**src/rtl/writeback_stage_pkg.sv**
```systemverilog
// Shared definitions for the writeback stage: opcode constants and the
// result-source selector produced by the opcode decoder.
package writeback_stage_pkg;

    localparam logic [4:0] OP_RTYPE = 5'b00000;
    localparam logic [4:0] OP_ADDI  = 5'b00101;
    localparam logic [4:0] OP_LW    = 5'b01000;
    localparam logic [4:0] OP_JAL   = 5'b00011;
    localparam logic [4:0] OP_11110 = 5'b11110;

    typedef enum logic [1:0] {
        SRC_ALU,
        SRC_MEM,
        SRC_LINK
    } wb_src_e;

endpackage

```
**src/rtl/writeback_stage_decode.sv**
```systemverilog
// Combinational opcode decoder: whether the instruction writes the register
// file, which result feeds the write, and the destination index.
module wb_decode
    import writeback_stage_pkg::*;
#(
    parameter int REG_ADDR_WIDTH = 5,
    parameter int LINK_REG       = 31
) (
    input  logic [9:0]                opfield_i,
    output logic                      writes_o,
    output wb_src_e                   src_o,
    output logic [REG_ADDR_WIDTH-1:0] dest_o
);

    logic [4:0] opcode;
    logic [4:0] rd;

    assign opcode = opfield_i[9:5];
    assign rd     = opfield_i[4:0];

    always_comb begin
        writes_o = 1'b0;
        src_o    = SRC_ALU;
        dest_o   = REG_ADDR_WIDTH'(rd);
        case (opcode)
            OP_RTYPE, OP_ADDI, OP_11110: begin
                writes_o = 1'b1;
            end
            OP_LW: begin
                writes_o = 1'b1;
                src_o    = SRC_MEM;
            end
            OP_JAL: begin
                writes_o = 1'b1;
                src_o    = SRC_LINK;
                dest_o   = REG_ADDR_WIDTH'(LINK_REG);
            end
            default: ;
        endcase
    end

endmodule

```
**src/rtl/writeback_stage.sv**
```systemverilog
// Registered writeback stage: arbitrates the register-file write port between
// the pipeline and a one-entry buffer of late multiply/divide results.
module writeback_stage
    import writeback_stage_pkg::*;
#(
    parameter int DATA_WIDTH     = 32,
    parameter int REG_ADDR_WIDTH = 5,
    parameter int LINK_REG       = 31,
    parameter int STATUS_REG     = 30,
    parameter int MD_EXC_CODE    = 4,
    parameter int STARVE_LIMIT   = 4
) (
    input  logic                      clock,
    input  logic                      reset,
    input  logic                      in_valid,
    input  logic [31:0]               in_instruction,
    input  logic [DATA_WIDTH-1:0]     in_alu_result,
    input  logic [DATA_WIDTH-1:0]     in_mem_data,
    input  logic [DATA_WIDTH-1:0]     in_pc_plus1,
    input  logic                      md_valid,
    output logic                      md_ready,
    input  logic [REG_ADDR_WIDTH-1:0] md_rd,
    input  logic [DATA_WIDTH-1:0]     md_result,
    input  logic                      md_exception,
    output logic                      wr_en,
    output logic [REG_ADDR_WIDTH-1:0] wr_reg,
    output logic [DATA_WIDTH-1:0]     wr_data,
    output logic                      stall_req
);

    localparam int CNT_W = $clog2(STARVE_LIMIT + 1);

    logic                      decWrites;
    wb_src_e                   decSrc;
    logic [REG_ADDR_WIDTH-1:0] decDest;
    logic                      unusedInstrBits;

    logic [DATA_WIDTH-1:0]     pipeData;
    logic                      pipeWrite;
    logic [REG_ADDR_WIDTH-1:0] mdDest;
    logic [DATA_WIDTH-1:0]     mdData;
    logic                      mdKeep;
    logic                      starved;

    logic                      bufFull_q, bufFull_d;
    logic [REG_ADDR_WIDTH-1:0] bufReg_q, bufReg_d;
    logic [DATA_WIDTH-1:0]     bufData_q, bufData_d;
    logic [CNT_W-1:0]          cnt_q, cnt_d;
    logic                      wrEn_q, wrEn_d;
    logic [REG_ADDR_WIDTH-1:0] wrReg_q, wrReg_d;
    logic [DATA_WIDTH-1:0]     wrData_q, wrData_d;
    logic                      stallReq_q, stallReq_d;

    assign unusedInstrBits = ^in_instruction[21:0];

    wb_decode #(
        .REG_ADDR_WIDTH(REG_ADDR_WIDTH),
        .LINK_REG      (LINK_REG)
    ) u_decode (
        .opfield_i(in_instruction[31:22]),
        .writes_o (decWrites),
        .src_o    (decSrc),
        .dest_o   (decDest)
    );

    assign md_ready  = ~bufFull_q;
    assign wr_en     = wrEn_q;
    assign wr_reg    = wrReg_q;
    assign wr_data   = wrData_q;
    assign stall_req = stallReq_q;

    always_comb begin
        case (decSrc)
            SRC_MEM:  pipeData = in_mem_data;
            SRC_LINK: pipeData = in_pc_plus1;
            default:  pipeData = in_alu_result;
        endcase

        pipeWrite = in_valid && decWrites && (decDest != '0);
        mdDest    = md_exception ? REG_ADDR_WIDTH'(STATUS_REG) : md_rd;
        mdData    = md_exception ? DATA_WIDTH'(MD_EXC_CODE) : md_result;
        mdKeep    = md_valid && md_ready && (md_exception || (md_rd != '0));
        starved   = bufFull_q && pipeWrite;

        bufFull_d = bufFull_q;
        bufReg_d  = bufReg_q;
        bufData_d = bufData_q;
        wrEn_d    = 1'b0;
        wrReg_d   = wrReg_q;
        wrData_d  = wrData_q;

        // Pipe wins; a buffered entry beats a fresh result, which may only
        // bypass straight to the port when nothing else wants it.
        if (pipeWrite) begin
            wrEn_d   = 1'b1;
            wrReg_d  = decDest;
            wrData_d = pipeData;
            if (mdKeep) begin
                bufFull_d = 1'b1;
                bufReg_d  = mdDest;
                bufData_d = mdData;
            end
        end else if (bufFull_q) begin
            wrEn_d    = 1'b1;
            wrReg_d   = bufReg_q;
            wrData_d  = bufData_q;
            bufFull_d = 1'b0;
        end else if (mdKeep) begin
            wrEn_d   = 1'b1;
            wrReg_d  = mdDest;
            wrData_d = mdData;
        end

        if (starved) begin
            cnt_d = (cnt_q == CNT_W'(STARVE_LIMIT)) ? cnt_q : cnt_q + CNT_W'(1);
        end else begin
            cnt_d = '0;
        end
        stallReq_d = starved && (cnt_q == CNT_W'(STARVE_LIMIT - 1));
    end

    always_ff @(posedge clock or negedge reset) begin
        if (!reset) begin
            bufFull_q  <= 1'b0;
            bufReg_q   <= '0;
            bufData_q  <= '0;
            cnt_q      <= '0;
            wrEn_q     <= 1'b0;
            wrReg_q    <= '0;
            wrData_q   <= '0;
            stallReq_q <= 1'b0;
        end else begin
            bufFull_q  <= bufFull_d;
            bufReg_q   <= bufReg_d;
            bufData_q  <= bufData_d;
            cnt_q      <= cnt_d;
            wrEn_q     <= wrEn_d;
            wrReg_q    <= wrReg_d;
            wrData_q   <= wrData_d;
            stallReq_q <= stallReq_d;
        end
    end

endmodule

```
**config.mk**
```make
export PLATFORM = sky130hd
export DESIGN_NAME = writeback_stage
export DESIGN_NICKNAME = d
export VERILOG_FILES = /design/src/rtl/writeback_stage_pkg.sv /design/src/rtl/writeback_stage_decode.sv /design/src/rtl/writeback_stage.sv
export SDC_FILE = /design/constraint.sdc
export NUM_CORES = 1
export LEC_CHECK = 0
export BUFFER_PORTS_ARGS = -buffer_cell sky130_fd_sc_hd__buf_2
export CORE_UTILIZATION = 50
export DETAILED_ROUTE_END_ITERATION = 8
export PLACE_DENSITY = 0.85
export SLEW_MARGIN = 10
export SYNTH_ARGS = -nofsm -noshare
export SYNTH_HDL_FRONTEND = slang
export SYNTH_HIERARCHICAL = 1
export SYNTH_SLANG_ARGS = --single-unit
```
**constraint.sdc**
```tcl
create_clock -name clock -period 5.3 [get_ports clock]
set_clock_uncertainty 0.1 [all_clocks]
set_input_delay 0.53 -clock clock [delete_from_list [all_inputs] [get_ports clock]]
set_output_delay 0.53 -clock clock [all_outputs]
set_load 0.005 [all_outputs]
```
After elaboration in Yosys (flattened, before gate mapping)
Cells that the tools add are included.
{ "word_totals": {"output_inout_bits": 40, "in_bits": 170, "regBits": 80} }
{ "op_classes": {"bitwise_logic": 1, "reduce_logical": 13, "eq_ne": 10, "n_mux": 19, "n_addsub": 1} }
{ "op_table": {"columns": ["cell", "n"], "rows": [
  ["$mux 32", 4],
  ["$pmux 32 s2", 1],
  ["$mux 5", 5],
  ["$reduce_bool 5->1", 2],
  ["$logic_and 1x1->1", 6],
  ["$mux 1", 6],
  ["$mux 3", 2],
  ["$eq 5x2->1 const B", 1],
  ["$eq 5x3->1 const B", 1],
  ["$eq 5x4->1 const B", 1],
  ["$eq 5x5->1 const B", 1],
  ["$logic_not 5->1", 1],
  ["$reduce_or 5->1", 1],
  ["$pmux 2 s2", 1],
  ["$add 3x1->3 const B", 1],
  ["$eq 3x2->1 const B", 1],
  ["$eq 3x3->1 const B", 1],
  ["$reduce_bool 3->1", 1],
  ["$eq 2x1->1 const B", 1],
  ["$eq 2x2->1 const B", 1],
  ["$ne 2x1->1 const B", 1],
  ["$ne 2x2->1 const B", 1],
  ["$reduce_and 2->1", 1],
  ["$logic_or 1x1->1", 1],
  ["$not 1->1", 1]
]} }

Depth between registers and ports, before layout
Gate-level depths: netlist of run 1.
{ "logic_depth": {"ltp_word": 7, "depth_mapped": 10} }

Modules after synthesis
The synthesis of run 1 kept the hierarchy.
{ "by_module_without_submodules": {"columns": ["mod", "cells_per_inst", "area_each_um2", "n_inst", "seq_area_each_um2"], "rows": [
  ["writeback_stage", 449, 4269.1, 1, 2001.9],
  ["wb_decode", 16, 117.6, 1, 0.0]
]} }

Worst setup path before layout of run 1
No wires, ideal clock.
{ "synth_path": {"path_kind": "input-to-reg", "start": "in in_instruction[27]", "end": "reg bufData_q[10]", "stages": 9, "setup_time_ps": 127, "t_arrival_ps": 2279, "slack_ps": 2794, "required_ps": 5073, "path_cell_list": "nor4b_4 nand2_2 nand2b_1 or4_4 o21bai_4 or2_1 buf_4 buf_6 mux2_1"} }
{ "synth_via": {"elab_cells_between_ends": 12} }
{ "synth_lines": {"columns": ["item", "line", "source"], "rows": [
  ["from (decl)", "writeback_stage.sv:16", "input logic [31:0] in_instruction,"],
  ["$eq 5x2->1", "writeback_stage_decode.sv:25", "case (opcode)"],
  ["$mux 5", "writeback_stage_decode.sv:25", null],
  ["net decDest[3]", "writeback_stage.sv:35", "logic [REG_ADDR_WIDTH-1:0] decDest;"],
  ["$reduce_bool 5->1", "writeback_stage.sv:79", "pipeWrite = in_valid && decWrites && (decDest != '0);"],
  ["$logic_and 1x1->1", "writeback_stage.sv:79", null],
  ["$reduce_and 2->1 (no line)", null, null],
  ["to (signal assigned)", "writeback_stage.sv:135", "bufData_q <= bufData_d;"],
  ["to (decl)", "writeback_stage.sv:47", "logic [DATA_WIDTH-1:0] bufData_q, bufData_d;"]
]} }
The timed path passes the listed nets, and every way through them passes these cells.
A chain may end at the register's enable or synchronous reset.

Worst setup path after layout of run 1
{ "layout_path": {"start": "in md_exception", "end": "reg bufData_q[29]"} }
{ "layout_via": {"elab_chain_cells": 3, "elab_cells_between_ends": 4} }
{ "layout_lines": {"columns": ["item", "line", "source"], "rows": [
  ["from (decl)", "writeback_stage.sv:24", "input logic md_exception,"],
  ["$logic_or 1x1->1", "writeback_stage.sv:82", "mdKeep = md_valid && md_ready && (md_exception || (md_rd != '0));"],
  ["$logic_and 1x1->1", "writeback_stage.sv:82", null],
  ["$reduce_and 2->1 (no line)", null, null]
]} }
Several ways; a longest one is shown, not always the timed one.

==> results of run 1 <==
==> per-stage QoR <==
step	setup WS, ns	utilization
2_1_floorplan	2.794	-
3_5_place_dp	1.943	0.6386
4_1_cts	2.329	0.6643
6_report	2.322	0.6643
3_3_place_gp	1.993	0.6386
5_1_grt	2.164	0.6643
==> synthesized netlist by cell type, types with 3 or more instances <==
cell      number
nand2_1        5
ha_1           5
nor2b_1       32
buf_2          7
buf_6          3
o22ai_1       62
nand2b_1       8
o21ai_0       46
a22oi_1       32
a21oi_1       40
nor2_1        46
inv_1          6
mux2_1        24
mux2_2         7
clkbuf_1      27
a221oi_1       3
dfrtp_1       80
==> worst reg2reg max path: stages, from the launching register on <==
cell     delay, ns
dfrtp_1       0.57
nor2b_1       0.17
o21ai_4       0.08
buf_4         0.39
or2_2         0.79
mux2_1        0.43
==> how the worst min path moves through the flow <==
stage	startpoint	end	slack [ns]
detailed placement	bufData_q[26]	bufData_q[26]	0.39
finish	reset	wr_reg[1]	0.24
CTS	reset	wr_reg[1]	0.29
global placement	bufData_q[10]	bufData_q[10]	0.37
floorplan	reset	bufData_q[0]	0.13
global route	reset	wr_en	0.33
==> metal layers <==
| metal | track usage | vias to the layer above | routed length [um] |
|---|---|---|---|
| met5 | 0 | - | 0 |
| met4 | 0.1381 | 0 | 194 |
| met3 | 0.04785 | 18 | 775 |
| met2 | 0.4756 | 201 | 6202 |
| met1 | 0.3497 | 2041 | 5151 |
| li1 | - | 2054 | - |
==> logic make-up after synthesis <==
kind of cell / Yosys count / synth area share
xor gates and xnor gates: 1 / 0.001997
adders and majority gates: 5 / 0.01426
DFF: 80 / 0.4564
muxes: 31 / 0.07958
and+or+nand+nor: 106 / 0.1281
AOI/OAI and AO/OA: 195 / 0.2715
buffers and inverters: 47 / 0.04820
==> power by group <==
part	internal, mW	total, mW	switching, mW
Clock	0.278	0.488	0.210
Sequential	0.716	0.773	0.0573
Combinational	0.157	0.312	0.155
==> layout make-up <==
cell class / instances / area [um2] / area share
clock buffer: 13 / 148.9 / 0.02687
tap: 105 / 131.4 / 0.02371
sequential: 80 / 2002 / 0.3613
clock inverter: 3 / 65.06 / 0.01174
timing repair buffer: 192 / 975.9 / 0.1762
multi-input combinational: 338 / 2191 / 0.3954
inverter: 7 / 26.28 / 0.004743
==> impl_results.md, run 1 <==
* Post-synth EDFFs at 0
* CP cell instances: buf_2 -> or2_2 -> o21ai_4 -> buf_4 -> or2_2 -> mux2_1
* Die ar. at 0.009152 mm2
* Synth Register Bits at 80
* Overflow left after global routing at 0
* First-pass GRT wire length at 19,810 um
* PostCTS Resize Cnt at 0
* Syn_nets at 640
* DRT iter0 DRCs at 180
* Sum Neg Setup Slack at 0 ns
* Maximum VDD drop at 150.9 uV
* Worst Path Max Fanout at 40
* DP HPWL at 8376 um
* Share of the synthesized area in the top cell type at 0.4564
* RePlAce Congestion at 0.8062
* Port Buf Inserts at 187
* Cell area after synthesis at 0.004387 mm2
* Run status: completed
* CP delay by family, top: simple AND/OR/NAND/NOR gates
* Final setup fails at 0
* CP Buf/Inv Count at 2
* Drc violations at 0
* Syn Area/Cell at 9.434 um2
* Worst R2R Setup Slack at 2.66 ns
* Largest net degree at the start of global routing at 81
* Cell variety after synth at 44
* Max frequency at 335.8 MHz
* Crit Reg-Reg Startpoint: bufFull_q
* Sink Count at 80
* WL per Instance at 16.70 um
* CP startpoint: md_exception
* Post-CTS Hold Fix Bufs at 0
* Final cell count without fillers at 738
* Syn Inst Count at 465
* Fill cells at 695
* Initial core utilization at 0.5260
* Post CTS Setup Buffer Count at 0
* Fin. max-slew vios at 0
* Worst setup EP type: register
* WL final at 12,320 um
* CP Depth at 6
* Most frequent cells in the layout: buf_2 (186), dfrtp_1 (80), o22ai_1 (62), nor2_1 (46), o21ai_0 (46)
* Vias in the first global route at 4,286
* Skew-Pair Late Insertion Delay at 0.34 ns
* Crit-path slowest cell: or2_2
* CTS tree: done
* Ys async rst share at 1.000
* DRT Pass-1 Iters at 5
* Post-synthesis sequential area ratio at 0.4564
* CTS Buf Count at 9
* CP Class: input pin to register
* Synth area leaders: dfrtp_1 (46%), o22ai_1 (8.8%), mux2_1 (6.2%), a22oi_1 (5.5%), o21ai_0 (5.2%)
* Cell Rows at 33
* Ys Warns at 6
* Yosys top cell by area: dfrtp_1
* CTS root buf: clkbuf_8
* Worst R2R Path Depth at 5
* Placed cell count at 722
* Die height at 95.67 um
* Clock transition at path regs at 0.08 ns
* Final Hold Viols at 0
* Final net count at 803
* Commonest non-fill, non-tap cell in the layout: buf_2
* Final min period at 2.978 ns
* Core area at 0.008341 mm2
* H-tree Lvls at 3
* Post-Layout Inst Area at 0.005540 mm2
* Worst hold path class: input pin to async pin
* Type of origin of the critical path: input pin
* Max Cap Viol at 0
* Via count at 4,314
* DP Area at 0.005326 mm2
* Measured slew at the worst slew-check pin at 1.088 ns
* Static leakage at 2.568 nW
* GR Util All Layers at 0.2822
* Worst EP required at 5.42 ns
* RR Endpoint: bufData_q[29]
* DR vias/cell at 5.846
* Slowest Stage Delay on Critical Path at 0.78 ns
* Ports at 210
* Clock buffer depth at 2
* Die span in x at 95.67 um
* Inserted Diodes at 0
* Post-synth top flop: dfrtp_1
* Slew HR at 0.2746
* Final hold slack at 0.2419 ns
* Layout area overhead at 26.30%
* Crit path DAT at 3.10 ns
* Most common cell on crit path: or2_2
* CP Capture Point: bufData_q[29]
* Period utilization at 0.5618
* Initial antenna violation count at 0
* RSZ-0062 raised after global routing: no
* Power per standard cell area at 284.0 mW/mm2
* Routed Antenna Nets at 0
* Fraction of layout cells with a size suffix above 1 at 0.3539
* Tot Pwr at 1.573 mW
No activity file was read; power rests on OpenSTA's default activity.
==> run 2, diff against run 1 <==
--- a/config.mk
+++ b/config.mk
@@ -6,9 +6,9 @@
 export NUM_CORES = 1
 export LEC_CHECK = 0
 export BUFFER_PORTS_ARGS = -buffer_cell sky130_fd_sc_hd__buf_2
-export CORE_UTILIZATION = 50
+export CORE_UTILIZATION = 47
 export DETAILED_ROUTE_END_ITERATION = 8
-export PLACE_DENSITY = 0.85
+export PLACE_DENSITY = 0.81
 export SLEW_MARGIN = 10
 export SYNTH_ARGS = -nofsm -noshare
 export SYNTH_HDL_FRONTEND = slang
==> constraint.sdc (replaced) <==
create_clock -name clock -period 3.1 [get_ports clock]
set_clock_uncertainty 0.1 [all_clocks]
set_input_delay 0.31 -clock clock [delete_from_list [all_inputs] [get_ports clock]]
set_output_delay 0.31 -clock clock [all_outputs]
set_load 0.005 [all_outputs]
==> impl_results.md, run 2 (same netlist as run 1, synthesis figures left out) <==
* CP Capture Point: bufData_q[21]
* Most frequent cells in the layout: buf_2 (186), dfrtp_1 (80), o22ai_1 (62), nor2_1 (46), o21ai_0 (46)
* Maximum VDD drop at 273.1 uV (+81%)
* Power per standard cell area at 452.4 mW/mm2 (+59%)
* Met3 wire len at 859 um (+11%)
* Final Hold Viols at 0 (unchanged)
* Crit Reg-Reg Startpoint: bufFull_q
* Fraction of layout cells with a size suffix above 1 at 0.3579 (+0.004057)
* Port Buf Inserts at 187 (unchanged)
* Fill cells at 763 (+9.8%)
* Initial antenna violation count at 0 (unchanged)
* Wl on met1 at 5293 um (+2.8%)
* Measured slew at the worst slew-check pin at 1.022 ns (-0.06608 ns)
* Type of origin of the critical path: input pin
* Met2 WL at 6083 um (-1.9%)
* Commonest non-fill, non-tap cell in the layout: buf_2
* PostCTS Resize Cnt at 0 (unchanged)
* Worst EP required at 3.22 ns (-2.20 ns)
* Clock transition at path regs at 0.08 ns (about the same)
* WL final at 12,490 um (+1.3%)
* DP HPWL at 8871 um (+5.9%)
* DR vias/cell at 5.850 (about the same)
* DRT iter0 DRCs at 231 (+28%)
* Final net count at 809 (+0.75%)
* Clock buffer depth at 2 (unchanged)
* Crit path DAT at 2.42 ns (-0.68 ns)
* Sum Neg Setup Slack at 0 ns (unchanged)
* First-pass GRT wire length at 20,870 um (+5.3%)
* Slew HR at 0.3187 (+0.04405)
* Die height at 98.61 um (+3.1%)
* Max frequency at 435.5 MHz
* Post-CTS Hold Fix Bufs at 0 (unchanged)
* Period utilization at 0.7407
* Largest net degree at the start of global routing at 81 (unchanged)
* Post CTS Setup Buffer Count at 0 (unchanged)
* Fin. max-slew vios at 0 (unchanged)
* Worst hold path class: input pin to async pin
* RePlAce Congestion at 0.8537 (+5.9%)
* Register area at 0.002002 mm2 (unchanged)
* Run status: completed
* Inserted Diodes at 0 (unchanged)
* Sink Count at 80 (unchanged)
* Area of the multi-input gates at 0.002191 mm2 (unchanged)
* RSZ-0062 raised after global routing: no
* Ports at 210 (unchanged)
* CP Class: input pin to register
* GR Util All Layers at 0.2682 (-0.01401)
* Drc violations at 0 (unchanged)
* Via count at 4,358 (+1.0%)
* Initial core utilization at 0.4934 (-0.03257)
* Max Cap Viol at 0 (unchanged)
* Final Util at 0.6233 (-0.04099)
* Layout area overhead at 26.33% (about the same)
* Cell Rows at 34 (+3.0%)
* Worst R2R Path Depth at 5 (unchanged)
* Worst R2R Setup Slack at 0.89 ns (-1.77 ns)
* CTS root buf: clkbuf_8
* Routed Antenna Nets at 0 (unchanged)
* Core area at 0.008891 mm2 (+6.6%)
* Overflow left after global routing at 0 (unchanged)
* Final min period at 2.296 ns
* DRT Pass-1 Iters at 5 (unchanged)
* Vias in the first global route at 4,520 (+5.5%)
* CTS tree: done
* Worst setup EP type: register
* Skew-Pair Late Insertion Delay at 0.34 ns (about the same)
* CTS Buf Count at 9 (unchanged)
* H-tree Lvls at 3 (unchanged)
* Die ar. at 0.009724 mm2 (+6.3%)
* WL per Instance at 16.76 um (+0.39%)
* Die span in x at 98.61 um (+3.1%)
* Final setup fails at 0 (unchanged)
* Worst Path Max Fanout at 19 (-53%)
* CP startpoint: in_instruction[27]
* RR Endpoint: wr_data[5]
* Top Layer Used: met4
* Static leakage at 2.568 nW (about the same)
-- run 2: cell count changes in the layout (fill, tap and decap cells not counted), sizes merged --
cell,change
buf,+6
bufinv,-2
-- run 2: area by class of cell --
class,count,area share
multi-input cells,338,0.3953
flip-flops and latches,80,0.3613
repair buffers,198,0.1865
clock buffers,13,0.02687
well taps,108,0.02438
inverters,7,0.004741
clock inverters,1,0.0009031
-- run 2: per-stage QoR --
step	hold WS, ns	power [mW]	cells	instance area (um2)	setup slack (ns)
global placement	0.3747	1.840	731	5388	0.5369
CTS	0.07341	2.526	745	5542	0.8141
finish	0.03472	2.507	745	5542	0.8038
detailed placement	0.3823	1.871	731	5388	0.4497
floorplan	-0.08559	1.597	465	4387	0.8137
global route	0.1084	2.654	745	5542	0.6606
-- run 2: worst max-delay path: stages --
cell	delay [ns]
buf_2	0.12
nor4b_4	0.13
nand2_2	0.13
nand2b_1	0.09
or4_4	0.56
o21bai_4	0.26
or2_2	0.18
buf_4	0.26
mux2_1	0.36
-- run 2: layer usage --
metal / up-vias / track usage
li1: 2057 / -
met1: 2074 / 0.3318
met2: 202 / 0.4686
met3: 25 / 0.05461
met4: 0 / 0.09070
met5: - / 0
-- run 2: power breakdown --
part	internal, mW	switching, mW	total [mW]
Combinational	0.272	0.262	0.534
Clock	0.304	0.351	0.655
Sequential	1.22	0.0933	1.32
Total	1.80	0.707	2.51
-- run 2: worst min path at each step --
stage	cells after the start	endpoint	slack (ns)
6_report	1	wr_data[29]	0.03
5_1_grt	1	wr_data[28]	0.11
4_1_cts	1	wr_data[29]	0.07
3_5_place_dp	1	bufData_q[29]	0.38
3_3_place_gp	1	bufData_q[29]	0.37
2_1_floorplan	0	bufData_q[0]	-0.09
